### config.mk
export PLATFORM = sky130hd
export DESIGN_NAME = alu32_muldiv_seq
export DESIGN_NICKNAME = d
export VERILOG_FILES = /design/src/rtl/alu32_muldiv_seq.sv
export SDC_FILE = /design/constraint.sdc
export NUM_CORES = 1
export LEC_CHECK = 0
export CORE_MARGIN = 2
export CORE_UTILIZATION = 48
export CTS_BUF_LIST = sky130_fd_sc_hd__clkbuf_16
export CTS_CLUSTER_DIAMETER = 50
export DETAILED_ROUTE_END_ITERATION = 8
export PLACE_DENSITY = 0.83
export SYNTH_ARGS = -nofsm -noshare
export SYNTH_HDL_FRONTEND = slang
export SYNTH_SLANG_ARGS = --single-unit
### constraint.sdc
create_clock -name clk -period 2.9 [get_ports clk]
set_input_delay 0.725 -clock clk [delete_from_list [all_inputs] [get_ports clk]]
set_output_delay 0.725 -clock clk [all_outputs]
set_load 0.05 [all_outputs]
### src/rtl/alu32_muldiv_seq.sv
`default_nettype none
// ============================================================================
//  Module   : alu32_muldiv_seq
//  Purpose  : Multi-cycle sequencer for 32-bit unsigned multiply (MULTU) and
//             restoring divide (DIVU). It borrows the shared datapath ALU for
//             one add/subtract per cycle and builds a 64-bit hi/lo result
//             over ITER iterations, using a start/busy/done handshake.
//  Ports    : clk, rst_n          - clock, asynchronous active-low reset
//             start, div_sel      - request pulse and mul(0)/div(1) select
//             op_a, op_b          - multiplier/dividend, multiplicand/divisor
//             alu_a, alu_b, alu_op- operands and opcode driven to the ALU
//             alu_r, alu_carry_out- ALU result and carry-out of bit 31
//             alu_own             - datapath ALU mux selects this block
//             busy, done          - RUN indication and one-cycle done pulse
//             hi, lo              - product[63:32]/remainder, product[31:0]/quotient
//  Revision : 1.0 - initial release
// ============================================================================
module alu32_muldiv_seq #(
  parameter int ITER = 32
) (
  input  logic        clk,
  input  logic        rst_n,
  input  logic        start,
  input  logic        div_sel,
  input  logic [31:0] op_a,
  input  logic [31:0] op_b,
  output logic [31:0] alu_a,
  output logic [31:0] alu_b,
  output logic [2:0]  alu_op,
  input  logic [31:0] alu_r,
  input  logic        alu_carry_out,
  output logic        alu_own,
  output logic        busy,
  output logic        done,
  output logic [31:0] hi,
  output logic [31:0] lo
);

  localparam int         CNT_W    = $clog2(ITER);
  localparam logic [2:0] OP_ADD   = 3'b010;
  localparam logic [2:0] OP_SUB   = 3'b110;
  localparam logic [2:0] OP_NONE  = 3'b000;
  localparam logic [CNT_W-1:0] CNT_LAST = CNT_W'(ITER - 1);

  typedef enum logic [1:0] {
    S_IDLE = 2'd0,
    S_RUN  = 2'd1,
    S_DONE = 2'd2
  } state_t;

  state_t           state_q, state_d;
  logic [CNT_W-1:0] count_q, count_d;
  logic [31:0]      hi_q, hi_d;
  logic [31:0]      lo_q, lo_d;
  logic [31:0]      opnd_q, opnd_d;
  logic             mode_q, mode_d;
  logic             busy_q, busy_d;
  logic             done_q, done_d;

  // Divide step: partial remainder shifted left by one, with the bit that
  // falls out of the top kept separately. If that bit is set the shifted
  // value is at least 2^32 and therefore always exceeds the divisor, even
  // when the 32-bit subtraction reports a borrow.
  logic [31:0] rs;
  logic        rs_msb;
  logic        div_ok;

  assign rs     = {hi_q[30:0], lo_q[31]};
  assign rs_msb = hi_q[31];
  assign div_ok = rs_msb | alu_carry_out;

  // ALU drive is combinational from the registers so the ALU result is
  // available for capture on the same edge.
  always_comb begin
    alu_a  = 32'd0;
    alu_b  = 32'd0;
    alu_op = OP_NONE;
    if (state_q == S_RUN) begin
      if (mode_q) begin
        alu_a  = rs;
        alu_b  = opnd_q;
        alu_op = OP_SUB;
      end else begin
        alu_a  = hi_q;
        alu_b  = lo_q[0] ? opnd_q : 32'd0;
        alu_op = OP_ADD;
      end
    end
  end

  always_comb begin
    state_d = state_q;
    count_d = count_q;
    hi_d    = hi_q;
    lo_d    = lo_q;
    opnd_d  = opnd_q;
    mode_d  = mode_q;
    busy_d  = busy_q;
    done_d  = 1'b0;
    case (state_q)
      S_RUN: begin
        if (mode_q) begin
          hi_d = div_ok ? alu_r : rs;
          lo_d = {lo_q[30:0], div_ok};
        end else begin
          // Shift-add: the carry becomes the new top bit of hi, the bit
          // shifted out of the sum moves into the top of lo.
          hi_d = {alu_carry_out, alu_r[31:1]};
          lo_d = {alu_r[0], lo_q[31:1]};
        end
        count_d = count_q + 1'b1;
        if (count_q == CNT_LAST) begin
          state_d = S_DONE;
          busy_d  = 1'b0;
          done_d  = 1'b1;
        end
      end
      default: begin
        // IDLE and DONE both accept a new request.
        if (start) begin
          state_d = S_RUN;
          opnd_d  = op_b;
          mode_d  = div_sel;
          lo_d    = op_a;
          hi_d    = 32'd0;
          count_d = '0;
          busy_d  = 1'b1;
        end else begin
          state_d = S_IDLE;
          busy_d  = 1'b0;
        end
      end
    endcase
  end

  always_ff @(posedge clk or negedge rst_n) begin
    if (!rst_n) begin
      state_q <= S_IDLE;
      count_q <= '0;
      hi_q    <= 32'd0;
      lo_q    <= 32'd0;
      opnd_q  <= 32'd0;
      mode_q  <= 1'b0;
      busy_q  <= 1'b0;
      done_q  <= 1'b0;
    end else begin
      state_q <= state_d;
      count_q <= count_d;
      hi_q    <= hi_d;
      lo_q    <= lo_d;
      opnd_q  <= opnd_d;
      mode_q  <= mode_d;
      busy_q  <= busy_d;
      done_q  <= done_d;
    end
  end

  assign busy    = busy_q;
  assign alu_own = busy_q;
  assign done    = done_q;
  assign hi      = hi_q;
  assign lo      = lo_q;

endmodule
`default_nettype wire

==> results of run 1 <==
-- flip-flops by register name, summed over array words and instances, names as in the netlist --
signal / count
hi: 32
state_q: 2
done: 1
mode_q: 1
count_q: 5
opnd_q: 32
lo: 32
-- synth_stat cells, drive strengths merged --
| cell | n |
|---|---|
| o32ai | 30 |
| inv | 32 |
| buf | 42 |
| nand3 | 1 |
| o21ai | 64 |
| nand2 | 7 |
| xnor2 | 1 |
| mux2 | 35 |
| clkbuf | 21 |
| ha | 2 |
| a211oi | 31 |
| nand2b | 2 |
| a32o | 1 |
| dfrtp | 105 |
| conb | 1 |
| nor2b | 31 |
| a22o | 1 |
| mux2i | 65 |
| or2 | 1 |
| a21oi | 32 |
| o211a | 32 |
| and3 | 1 |
| and2 | 35 |
| nand3b | 4 |
| nor2 | 36 |
-- cell families (layout without fill, tap and decap cells) --
| kind of cell | after synthesis | after routing | share of synthesized area [%] |
|---|---|---|---|
| compound gates | 191 | 191 | 21.4 |
| xor+xnor | 1 | 1 | 0.143 |
| fa+ha+maj | 2 | 2 | 0.408 |
| buf+inv | 95 | 296 | 7.66 |
| flops | 105 | 105 | 42.8 |
| mux | 100 | 100 | 17.0 |
| other cells | 1 | 2 | 0.0611 |
| simple gates | 118 | 118 | 10.5 |
-- through the flow --
step	worst slack [ps]	std cells	util (%)
5_1_grt	206	987	75.3
2_1_floorplan	207	613	-
3_5_place_dp	701	970	72.6
4_1_cts	328	986	75.3
3_3_place_gp	744	970	72.6
6_report	353	987	75.3
-- routing by layer --
| metal | up-vias | global-route usage [%] |
|---|---|---|
| li1 | 2602 | - |
| met1 | 2750 | 34.0 |
| met2 | 236 | 43.4 |
| met3 | 29 | 4.22 |
| met4 | 0 | 9.88 |
| met5 | - | 0 |
-- how the worst max path moves through the flow --
stage | startpoint | end | slack (ps)
after floorplan | state_q[0]$_DFFE_PN0P_ | alu_a[11] | 210
after global placement | mode_q$_DFFE_PN0P_ | alu_b[4] | 740
after detailed placement | mode_q$_DFFE_PN0P_ | alu_b[30] | 700
after CTS | mode_q$_DFFE_PN0P_ | alu_b[30] | 330
after global routing | mode_q$_DFFE_PN0P_ | alu_b[21] | 210
final | mode_q$_DFFE_PN0P_ | alu_b[30] | 350
-- cell type report --
class	instances	area, um2
tap	172	215
timing repair buffer	248	3110
clock buffer	9	225
clock inverter	7	120
antenna	1	2.50
multi-input combinational	413	3050
sequential	105	2630
fill	838	3100
inverter	32	120
-- critical path, delay by kind of cell, from the launching register on --
kind                   cells  cell delay (ps)
buffers and inverters      2              410
flip-flops                 1              660
AND/OR/NAND/NOR            3              400
==> flow_summary.yaml, run 1 <==
worst_setup_path:
  crit_top_cell: "nor2_1"
  reg2reg_to: "opnd_q[15]$_DFFE_PN0P_"
  slowest_delay_ps: 660
  cp.arrival_ps: 1820
  cp_slowest_cell: "dfrtp_4"
  worstPathCellList: "nor2_1 > nor2_1 > buf_4 > and2_1 > buf_12"
  path_max_fanout: 32
  crit_type: "reg -> out"
  crit_required_ps: 2170
  endpoint_kind: "output pin"
  rr_startpoint: "state_q[0]$_DFFE_PN0P_"
  cp-start-kind: "register"
  r2r_slack_ps: 800
  r2r_cells: 4
floorplan:
  die-width_um: 117
  initial_core_util_pct: 48.9
  core-area_mm2: 0.0126
  die-area_mm2: 0.0137
  rows: 41
  die_h_um: 117
  io_pins: 235
global_route:
  antenna_found_initial: 1
  grt_overflow: 0
  grt_max_degree: 73
  grt_pass1_vias: 5429
  grt_usage_pct: 25.9
  grt_pass1_wl_um: 27900
sta:
  period_share_pct: 87.8
  slew_headroom_pct: 56.3
  setup_viol: 0
  hold_violations: 0
  maxSlewViolCount: 0
  post-route-min-period_ps: 2550
  skew_ps: 9.01
  worst_slew_pin_slew_ps: 656
  achievable-frequency_mhz: 393
  rsz0062_at_grt: "false"
  finalSetupTns_ps: 0
  fin_hold_ws_ps: 296
synthesis:
  avgSynthCellArea_um2: 10.0
  syn-cell-area_mm2: 0.00614
  synth_cell_types: 34
  yosys-top-cells-area: "dfrtp_1 43%, mux2i_1 11%, mux2_1 6.1%"
  seq_area_frac_synth_pct: 42.8
  syn_inst: 613
  synth_top_area_share_pct: 42.8
  yosysTopAreaCell: "dfrtp_1"
  synth_nets: 716
  yosys_warnings: 0
  ys_seq_elements: 105
route:
  dr_wl_met2_um: 8880
  dr.pass1.iters: 5
  drt_iter0_drc: 307
  routed-via-count: 5617
  dr_wl_met3_um: 1220
  drt_wl_total_um: 17800
  top_layer: "met4"
  drt-met1-wl_um: 7260
  wire_per_inst_um: 18.0
  final_antenna_net_count: 0
  drc: 0
  vias_per_cell: 5.69
placed_design:
  numPortBuffers: 233
  dpl_cell_area_mm2: 0.00912
  gp_congestion: 0.834
  hpwlAfterDp_um: 12800
finish:
  fin_area_mm2: 0.00947
  syn2layout_area_growth_pct: 54.2
  layout_common_cells: "164 x clkdlybuf4s50_1, 104 x dfrtp_1, 67 x buf_12"
  final_common_cell: "clkdlybuf4s50_1"
  final_nets: 912
  drive_above_1_share_pct: 12.9
clocking:
  cts_buffers: 9
  clk_latency_ps: 340
  cts_sinks: 105
  cts-root-buf: "clkbuf_16"
  post_cts_buffers: 0
  cts_resized: 0
  path_clk_slew_ps: 70
  cts_tree: "done"
  clockBufferDepth: 2
  cts.hold.buffers_added: 0
  htreeDepth: 3
status:
  outcome: "completed"
run:
  drv_cap: 0
hold_path:
  hold_path.class: "in -> async"
Power of run 1 is not shown: default switching activity piles up to over one toggle a cycle in this logic, so the estimate is an artifact.
==> run 2: changes to the inputs <==
--- a/config.mk
+++ b/config.mk
@@ -6,11 +6,11 @@
 export NUM_CORES = 1
 export LEC_CHECK = 0
 export CORE_MARGIN = 2
-export CORE_UTILIZATION = 48
-export CTS_BUF_LIST = sky130_fd_sc_hd__clkbuf_16
+export CORE_UTILIZATION = 49
+export CTS_BUF_LIST = sky130_fd_sc_hd__clkbuf_2 sky130_fd_sc_hd__clkbuf_4 sky130_fd_sc_hd__clkbuf_8
 export CTS_CLUSTER_DIAMETER = 50
 export DETAILED_ROUTE_END_ITERATION = 8
-export PLACE_DENSITY = 0.83
+export PLACE_DENSITY = 0.85
 export SYNTH_ARGS = -nofsm -noshare
 export SYNTH_HDL_FRONTEND = slang
 export SYNTH_SLANG_ARGS = --single-unit
==> flow_summary.yaml, run 2 (same netlist as run 1, synthesis figures left out) <==
route:
  drt_iter0_drc: 319
  wire_per_inst_um: 18.4
  final_antenna_net_count: 0
  vias_per_cell: 5.70
  dr.pass1.iters: 5
  drt_wl_total_um: 18100
  routed-via-count: 5608
  drc: 0
worst_setup_path:
  crit_type: "reg -> out"
  rr_startpoint: "state_q[0]$_DFFE_PN0P_"
  cp.arrival_ps: 1960
  worst-path-buf-inv: 2
  crit_required_ps: 2170
  worstPathCellList: "buf_12 > mux2i_1 > nor2_1 > buf_12"
  cp-start-kind: "register"
  path_max_fanout: 48
  cp-startpoint: "mode_q$_DFFE_PN0P_"
  slowest_delay_ps: 700
  crit_top_cell: "buf_12"
  endpoint_kind: "output pin"
  cp_top_family: "flip-flops"
  cp_slowest_cell: "dfrtp_4"
clocking:
  cts_buffers: 9
  clockBufferDepth: 2
  cts_sinks: 105
  post_cts_buffers: 0
  cts.hold.buffers_added: 0
  htreeDepth: 3
  cts_resized: 0
  cts_tree: "done"
  path_clk_slew_ps: 120
  clk_latency_ps: 370
  cts-root-buf: "clkbuf_8"
sta:
  timing.final.ws_setup_ps: 214
  post-route-min-period_ps: 2690
  slew_headroom_pct: 46.6
  rsz0062_at_grt: "false"
  fin_hold_ws_ps: 419
  finalSetupTns_ps: 0
  hold_violations: 0
  maxSlewViolCount: 0
  period_share_pct: 92.6
  setup_viol: 0
  worst_slew_pin_slew_ps: 802
  achievable-frequency_mhz: 372
  skew_ps: 15.7
global_route:
  grt_pass1_vias: 5669
  grt_pass1_wl_um: 28800
  grt_usage_pct: 26.8
  grt_max_degree: 71
  grt_overflow: 0
  antenna_found_initial: 0
finish:
  layout_common_cells: "164 x clkdlybuf4s50_1, 104 x dfrtp_1, 65 x mux2i_1, 65 x buf_12, 62 x o21ai_0"
  drive_above_1_share_pct: 13.2
  final_common_cell: "clkdlybuf4s50_1"
  syn2layout_area_growth_pct: 51.9
  postLayoutCoreUtil_pct: 77.0
  final_nets: 914
  diodes: 0
floorplan:
  die-area_mm2: 0.0134
  die-width_um: 116
  io_pins: 235
  die_h_um: 116
  rows: 40
  core-area_mm2: 0.0121
  initial_core_util_pct: 50.7
placed_design:
  hpwlAfterDp_um: 13200
  numPortBuffers: 233
  gp_congestion: 0.837
  dp_slack_ps: 633
status:
  outcome: "completed"
run:
  drv_cap: 0
hold_path:
  hold_path.class: "in -> async"
## run 2: cell count changes in the layout (fill, tap and decap cells not counted), moves of 2 or more
cell       previous run  this run
buf_12               67        65
buf_4                16        21
bufinv_16             3         1
clkbuf_16             9         0
clkbuf_8              0         9
clkinv_4              3         1
inv_6                 0         3
## run 2: area by class of cell
cell class	count	area, um2
Multi-Input combinational cell	413	3050
Tap cell	168	210
Clock buffer	9	124
Sequential cell	105	2630
Clock inverter	7	92.6
Fill cell	818	2790
Timing Repair Buffer	250	3100
Inverter	32	120
## run 2: path summary, 6_finish.rpt
path                       slack (ps)                endpoint  depth (start not counted)
max reg2reg                       830   opnd_q[4]$_DFFE_PN0P_                          4
max                               210               alu_a[18]                          4
min                               420  opnd_q[29]$_DFFE_PN0P_                          1
min in group clk                  500   opnd_q[9]$_DFFE_PN0P_                          1
min reg2reg                       500   opnd_q[9]$_DFFE_PN0P_                          1
max in group asynchronous        1720      lo[14]$_DFFE_PN0P_                          2
## run 2: metal layers
metal  routed length, um  share of wire, %  vias to the layer above  track usage [%]
met2                9080                50                      242             45.8
met1                7320                40                     2736             34.2
met5                   0                 0                        -                0
met3                1170               6.5                       42             5.13
met4                 561               3.1                        0             9.52
li1                    -                 -                     2588                -
## run 2: worst reg2reg max path: cells and delay by family, from the launching register on
family                 cells  cell delay [ps]
DFF                        1              440
muxes                      1              440
buffers and inverters      1              440
and+or+nand+nor            2              620
## run 2: through the flow
stage | cell area, um2 | instances
final | 9330 | 984
after global routing | 9330 | 984
after CTS | 9330 | 984
after detailed placement | 9110 | 968
after global placement | 9110 | 968
after floorplan | 6140 | 613
Power of run 2 is left out for the same reason.
